`config.mk`:
```
export PLATFORM = sky130hd
export DESIGN_NAME = assoc_dcache
export DESIGN_NICKNAME = d
export VERILOG_FILES = /design/src/rtl/dcache_pkg.sv /design/src/rtl/dcache_lru.sv /design/src/rtl/assoc_dcache.sv
export SDC_FILE = /design/constraint.sdc
export NUM_CORES = 2
export LEC_CHECK = 0
export ABC_CLOCK_PERIOD_IN_PS = 6550
export CAP_MARGIN = 20
export CORE_ASPECT_RATIO = 0.7
export CORE_MARGIN = 2
export CORE_UTILIZATION = 45
export DETAILED_ROUTE_END_ITERATION = 16
export GPL_TIMING_DRIVEN = 0
export MAX_ROUTING_LAYER = met4
export REMOVE_ABC_BUFFERS = 1
export SLEW_MARGIN = 30
export SYNTH_ARGS = -nofsm -noshare
export SYNTH_HDL_FRONTEND = slang
export SYNTH_SLANG_ARGS = --single-unit
```
`constraint.sdc`:
```
create_clock -name clk_i -period 6.55 [get_ports clk_i]
set_clock_uncertainty 0.2 [all_clocks]
set_input_delay 0.9825 -clock clk_i [delete_from_list [all_inputs] [get_ports clk_i]]
set_output_delay 0.9825 -clock clk_i [all_outputs]
set_load 0.01 [all_outputs]
```
`src/rtl/dcache_pkg.sv`:
```
// dcache_pkg: controller state type and geometry helpers shared by the
// set-associative data cache and its per-set LRU tracker.
package dcache_pkg;

    typedef enum logic [1:0] {IDLE, REFILL, WRITE, RESP} dcache_state_e;

    function automatic int idx_width(input int sets);
        return $clog2(sets);
    endfunction

    function automatic int age_width(input int ways);
        return $clog2(ways);
    endfunction

    function automatic int tag_width(input int addr_w, input int sets);
        return addr_w - 2 - $clog2(sets);
    endfunction

endpackage

```
`src/rtl/dcache_lru.sv`:
```
// dcache_lru: age-based LRU state for one set; ages stay a permutation of
// 0..WAYS-1 and the way holding age 0 is the replacement victim.
module dcache_lru
    import dcache_pkg::*;
#(
    parameter int WAYS = 4,
    localparam int AGE_W = age_width(WAYS)
) (
    input  logic             clk_i,
    input  logic             rst_ni,
    input  logic             touch,
    input  logic [AGE_W-1:0] touch_way,
    output logic [AGE_W-1:0] victim_way
);

    logic [AGE_W-1:0] age_q [WAYS];

    always_ff @(posedge clk_i or negedge rst_ni) begin
        if (!rst_ni) begin
            for (int w = 0; w < WAYS; w++) age_q[w] <= AGE_W'(w);
        end else if (touch) begin
            for (int w = 0; w < WAYS; w++)
                if (AGE_W'(w) == touch_way) age_q[w] <= AGE_W'(WAYS - 1);
                else if (age_q[w] > age_q[touch_way]) age_q[w] <= age_q[w] - AGE_W'(1);
        end
    end

    always_comb begin
        victim_way = '0;
        for (int w = 0; w < WAYS; w++) if (age_q[w] == '0) victim_way = AGE_W'(w);
    end

endmodule

```
`src/rtl/assoc_dcache.sv`:
```
// assoc_dcache: N-way set-associative write-through, no-write-allocate data
// cache with one word per line, byte-enable stores, LRU and flush.
module assoc_dcache
    import dcache_pkg::*;
#(
    parameter int ADDR_W = 32,
    parameter int DATA_W = 32,
    parameter int SETS   = 16,
    parameter int WAYS   = 4
) (
    input  logic                clk_i,
    input  logic                rst_ni,
    input  logic                cpu_req_i,
    input  logic                cpu_we_i,
    input  logic [ADDR_W-1:0]   cpu_addr_i,
    input  logic [DATA_W-1:0]   cpu_wdata_i,
    input  logic [DATA_W/8-1:0] cpu_be_i,
    output logic [DATA_W-1:0]   cpu_rdata_o,
    output logic                cpu_ready_o,
    input  logic                flush_i,
    output logic                mem_req_o,
    output logic                mem_we_o,
    output logic [ADDR_W-1:0]   mem_addr_o,
    output logic [DATA_W-1:0]   mem_wdata_o,
    output logic [DATA_W/8-1:0] mem_be_o,
    input  logic                mem_ack_i,
    input  logic [DATA_W-1:0]   mem_rdata_i
);

    localparam int IDX_W = idx_width(SETS);
    localparam int AGE_W = age_width(WAYS);
    localparam int TAG_W = tag_width(ADDR_W, SETS);
    localparam int BE_W  = DATA_W / 8;

    dcache_state_e     state_q, state_d;
    logic              flush_pend_q;
    logic [DATA_W-1:0] rdata_q;
    logic [WAYS-1:0]   valid_q [SETS];
    logic [TAG_W-1:0]  tag_q   [SETS][WAYS];
    logic [DATA_W-1:0] data_q  [SETS][WAYS];
    logic [AGE_W-1:0]  lru_victim [SETS];

    logic [IDX_W-1:0]  idx;
    logic [TAG_W-1:0]  tag;
    logic [WAYS-1:0]   hit_vec;
    logic              hit, flush_now, load_hit, ack_refill, ack_write, touch;
    logic [AGE_W-1:0]  hit_way, fill_way, touch_way;
    logic [DATA_W-1:0] hit_data, merged;
    logic              unused_ok;

    assign idx       = cpu_addr_i[2 +: IDX_W];
    assign tag       = cpu_addr_i[ADDR_W-1 -: TAG_W];
    assign unused_ok = ^cpu_addr_i[1:0];

    // Descending scan so the lowest-index invalid way wins as fill target.
    always_comb begin
        hit_vec  = '0;
        hit_way  = '0;
        hit_data = '0;
        fill_way = lru_victim[idx];
        for (int w = WAYS - 1; w >= 0; w--) begin
            hit_vec[w] = valid_q[idx][w] && tag_q[idx][w] == tag;
            if (hit_vec[w]) begin
                hit_way  = AGE_W'(w);
                hit_data = data_q[idx][w];
            end
            if (!valid_q[idx][w]) fill_way = AGE_W'(w);
        end
        merged = hit_data;
        for (int b = 0; b < BE_W; b++)
            merged[8*b +: 8] = cpu_be_i[b] ? cpu_wdata_i[8*b +: 8] : hit_data[8*b +: 8];
    end

    assign hit        = |hit_vec;
    assign flush_now  = state_q == IDLE && (flush_i || flush_pend_q);
    assign load_hit   = state_q == IDLE && !flush_now && cpu_req_i && !cpu_we_i && hit;
    assign ack_refill = state_q == REFILL && mem_ack_i;
    assign ack_write  = state_q == WRITE && mem_ack_i;
    assign touch      = load_hit || ack_refill || (ack_write && hit);
    assign touch_way  = ack_refill ? fill_way : hit_way;

    assign mem_req_o   = state_q == REFILL || state_q == WRITE;
    assign mem_we_o    = state_q == WRITE;
    assign mem_addr_o  = mem_req_o ? {cpu_addr_i[ADDR_W-1:2], 2'b00} : '0;
    assign mem_wdata_o = mem_we_o ? cpu_wdata_i : '0;
    assign mem_be_o    = state_q == REFILL ? '1 : mem_we_o ? cpu_be_i : '0;
    assign cpu_ready_o = load_hit || state_q == RESP || ack_write;
    assign cpu_rdata_o = state_q == RESP ? rdata_q : load_hit ? hit_data : '0;

    always_comb begin
        state_d = state_q;
        case (state_q)
            IDLE:    if (!flush_now && cpu_req_i) state_d = cpu_we_i ? WRITE : hit ? IDLE : REFILL;
            REFILL:  if (mem_ack_i) state_d = RESP;
            WRITE:   if (mem_ack_i) state_d = IDLE;
            default: state_d = IDLE;
        endcase
    end

    always_ff @(posedge clk_i or negedge rst_ni) begin
        if (!rst_ni) begin
            state_q      <= IDLE;
            flush_pend_q <= 1'b0;
            rdata_q      <= '0;
            for (int s = 0; s < SETS; s++) valid_q[s] <= '0;
        end else begin
            state_q      <= state_d;
            flush_pend_q <= state_q == IDLE ? 1'b0 : flush_pend_q || flush_i;
            if (flush_now) for (int s = 0; s < SETS; s++) valid_q[s] <= '0;
            if (ack_refill) begin
                valid_q[idx][fill_way] <= 1'b1;
                rdata_q                <= mem_rdata_i;
            end
        end
    end

    // Tag/data need no reset: valid bits gate every use.
    always_ff @(posedge clk_i) begin
        if (ack_refill) begin
            tag_q[idx][fill_way]  <= tag;
            data_q[idx][fill_way] <= mem_rdata_i;
        end else if (ack_write && hit) begin
            data_q[idx][hit_way] <= merged;
        end
    end

    for (genvar s = 0; s < SETS; s++) begin : g_lru
        dcache_lru #(.WAYS(WAYS)) u_lru (
            .clk_i      (clk_i),
            .rst_ni     (rst_ni),
            .touch      (touch && idx == IDX_W'(s)),
            .touch_way  (touch_way),
            .victim_way (lru_victim[s])
        );
    end

    assert property (@(posedge clk_i) disable iff (!rst_ni) mem_req_o |-> cpu_req_i);

endmodule

```
==> results.md <==
- Sequential power share: approximately 48%
- Warnings from Yosys: 0
- Highest-count cells in the layout ignoring fill and taps: sky130_fd_sc_hd__edfxtp_1 (3712), sky130_fd_sc_hd__mux4_2 (966), sky130_fd_sc_hd__nand2_1 (445), sky130_fd_sc_hd__clkbuf_16 (402), sky130_fd_sc_hd__mux2i_1 (343)
- Routability Congestion: between 0.8 and 0.9
- Clock latency reported for the late side of the worst-skew pair: 0.93 ns
- Number of standard cells in the layout, taps in and fillers out: 14700
- Leakage power of the design: between 0.06 and 0.07 uW
- Number of antenna violations at the first check in global routing: 38
- Violations in the final reports: negative setup slack
- Filler cell count: 27100
- Clock transition time at the flip-flop clock pins of the worst setup and hold paths: roughly 0.060 ns
- I/O pins: 209
- Final number of setup-violating endpoints: between 70 and 80
- Grt ovf: 0
- Total Wirelength: 513 mm
- Data arrival time of the critical path: 6.00 ns
- Unrepaired setup endpoints after global routing: true
- Final layout net count: 9772
- Fraction of the cycle the final worst path needs: 110%
- Half-perimeter wire length of the detailed placement result: ~310 mm
- Net load switching power: 15000 uW
- Vias: 94000
- # DRC: 0
- Post-layout worst setup margin: -0.631 ns
- Total power draw: 58900 uW
- Setup Slack @ Placement: -3.58 ns
- Internal Dissipation: 43900 uW
- Worst max-slew margin expressed relative to the limit: 25.0%
- Number of global-route vias before repair: 89300
- Count of flip-flops with a built-in enable after synthesis: 3712
- Pin count of the biggest net entering global routing: about 110
- Crit Path Category: in2out
- R2R cell count: 23
- WL per Instance: approximately 35 um
- Power density over cell area: between 200 and 300 nW/um2
- Post-DRT Antenna Nets: 0
- Sequential share of the synthesized area: between 70% and 80%
- Mean cell area of the mapped netlist: approximately 19 um2
- Critical path endpoint category: primary output
- Growth of design area from synthesis to finish: 21.5%
- Bufs on Longest Clock Path: 4
- Max Fclk: 139 MHz
- Instance count after placement with tap cells included: 13800
- Outcome: finished with violations
- Die outline height: just over 500 um
- Worst IR drop on VDD: 0.271 mV
- Fraction of power consumed by combinational cells: 14.2%
- Met2 track utilization from global routing: 38.5%
- Measured slew at the worst slew-check pin: 1.10 ns
- Die Wd: 724 um
- Primary FF master, synth: sky130_fd_sc_hd__edfxtp_1
- Initial cell density of the core: roughly 45%
- Number of clock buffers inserted by TritonCTS: 389
- Count of mapped cells out of synthesis: 8804
- GRT met3 Usage: between 7 and 8%
- Switching power as a share of total power: 25.4%
- Clock sink count: 3939
- Via-to-Cell Ratio: 6.38
- Most common cell after layout, fill and taps aside: sky130_fd_sc_hd__edfxtp_1
- Clock Tree Root: sky130_fd_sc_hd__clkbuf_16
- Synth cell types: 100
- Layout cells sized above 1: between 30% and 40%
- Async set-or-reset flop fraction in the synthesized netlist: 5.76%
- TritonCTS clock tree: yes
- Area of the core region: ~360000 um2
- Global-route usage over all layers: between 20% and 30%
- Row count: 185
- Maximum fanout encountered on the critical timing path: 8
- Post-synthesis cell area: 163000 um2
- Register bit count reported by yosys: between 3000 and 4000
- Met1 Usage GRT: 42.0%
- Required time at the endpoint of the critical path: between 5 and 6 ns
- Die area: 368000 um2
- Aggregate negative setup slack: -18.19 ns
- Clk network pwr share: a little under two fifths
- Length of the first detailed-routing pass in iterations: 6
- Number of H-tree branching levels: 5
- Pins Over Slew Limit: 0
- Number of DRC markers in iteration 0: between 10000 and 15000
- Max_cap viols: 0
- Worst min-delay path category: in2reg
- Min Tclk post-route: about 7.2 ns
- Global route hottest layer: met1
- Launching element type of the critical path: input pin
- Number of cells traversed by the worst hold path: 1
- Number of port buffers: 204
- Global-route wire length before repair: roughly 700 mm
- Final count of hold timing violations: 0
==> cell type report <==
type                       count  area, um2  share of cell area (%)
multi-input combinational   4169      47200                    23.8
timing repair buffer         855      14800                    7.48
inverter                     196        771                   0.388
sequential                  3939     117000                    59.1
clock inverter               203       1900                   0.958
tap                         4862       6080                    3.06
antenna                        8       20.0                  0.0101
clock buffer                 510      10500                    5.29
==> worst paths after layout <==
kind	endpoint	slack, ns	from
min in group asynchronous	rdata_q[25]	0.37	rst_ni
hold reg to reg	valid_q[38]	0.27	valid_q[38]
max in group asynchronous	valid_q[22]	4.30	rst_ni
setup / recovery	cpu_rdata_o[27]	-0.63	cpu_addr_i[3]
hold / removal	tag_q[6][66]	0.18	cpu_addr_i[20]
setup reg to reg	g_lru[10].u_lru.age_q[6]	0.17	tag_q[10][24]
==> metrics by stage <==
step / util (%) / hold slack, ns / instance area, um2
5_1_grt: 54.8 / 0.155 / 198000
3_3_place_gp: 46.7 / 0.253 / 169000
2_1_floorplan: - / 0.244 / 161000
3_5_place_dp: 49.7 / 0.262 / 180000
4_1_cts: 54.3 / 0.132 / 197000
6_report: 54.8 / 0.184 / 198000
==> registers in the layout, summed over array words and instances (netlist names) <==
| name | flops |
|---|---|
| state_q | 2 |
| valid_q | 64 |
| tag_q | 1664 |
| g_lru.u_lru.age_q | 128 |
| rdata_q | 32 |
| data_q | 2048 |
| flush_pend_q | 1 |
==> cells by family after synthesis <==
kind of cell	Yosys count	share of synthesized area (%)
AND/OR/NAND/NOR	1286	3.67
buffers and inverters	702	1.89
adder cells (fa/ha/maj)	119	0.907
XOR/XNOR	108	0.579
multiplexers	1476	16.5
other	1	0.00229
AO/OA/AOI/OAI	1173	4.70
flip-flops	3939	71.7
==> critical path, stage by stage <==
cell	delay, ns
sky130_fd_sc_hd__buf_16	0.15
sky130_fd_sc_hd__buf_16	0.21
sky130_fd_sc_hd__buf_16	0.16
sky130_fd_sc_hd__mux4_2	0.52
sky130_fd_sc_hd__mux2i_2	0.21
sky130_fd_sc_hd__xor2_2	0.30
sky130_fd_sc_hd__nand4_1	0.81
sky130_fd_sc_hd__o31a_1	0.51
sky130_fd_sc_hd__and4bb_4	0.42
sky130_fd_sc_hd__buf_12	0.17
sky130_fd_sc_hd__buf_16	0.18
sky130_fd_sc_hd__and2_4	0.20
sky130_fd_sc_hd__mux2i_1	0.09
sky130_fd_sc_hd__o21ai_2	0.40
sky130_fd_sc_hd__mux2_4	0.27
sky130_fd_sc_hd__nand2_2	0.05
sky130_fd_sc_hd__o21ai_2	0.10
sky130_fd_sc_hd__buf_2	0.15
==> repair_timing <==
item                                     CTS  global route
resized for setup                        579           168
endpoints found under the setup margin  5139           161
buffers inserted                         129            72
hold buffers                               1             0
endpoints found under the hold margin     32             0
gates cloned                              62             7
pin swaps                                 78            83
==> layer usage <==
layer	routed length, um	part of all wire (%)
met1	210000	41
met2	221000	43
met3	66200	13
met4	16200	3.2
met5	0	0
==> power groups by stage <==
stage | sequential [uW] | combinational [uW] | clock, uW
floorplan | 28800 | 4050 | 0
global placement | 29000 | 10700 | 0
detailed placement | 28900 | 7370 | 0
finish | 28400 | 8390 | 22100
global route | 28400 | 8920 | 23200
CTS | 28400 | 7770 | 22300
==> cell usage after synthesis (all sizes together), types with 26 or more instances <==
cell / n / area [um2]
a221oi: 26 / 228
xnor2: 92 / 806
a2bb2oi: 26 / 228
nand2: 488 / 1830
nor3: 42 / 210
o22ai: 41 / 257
and3: 30 / 188
dfstp: 64 / 1680
dfrtp: 163 / 4080
a21oi: 179 / 930
a31oi: 60 / 388
nand3: 108 / 651
a22oi: 91 / 683
edfxtp: 3712 / 111000
o211ai: 56 / 420
a211oi: 29 / 218
mux2i: 417 / 4170
inv: 190 / 713
o21ai: 359 / 1800
ha: 116 / 1450
nor2: 354 / 1330
buf: 257 / 1420
mux4: 966 / 21800
a21o: 119 / 893
and2: 110 / 688
mux2: 93 / 1050
clkbuf: 249 / 935
(Power assumes the default switching activity.)
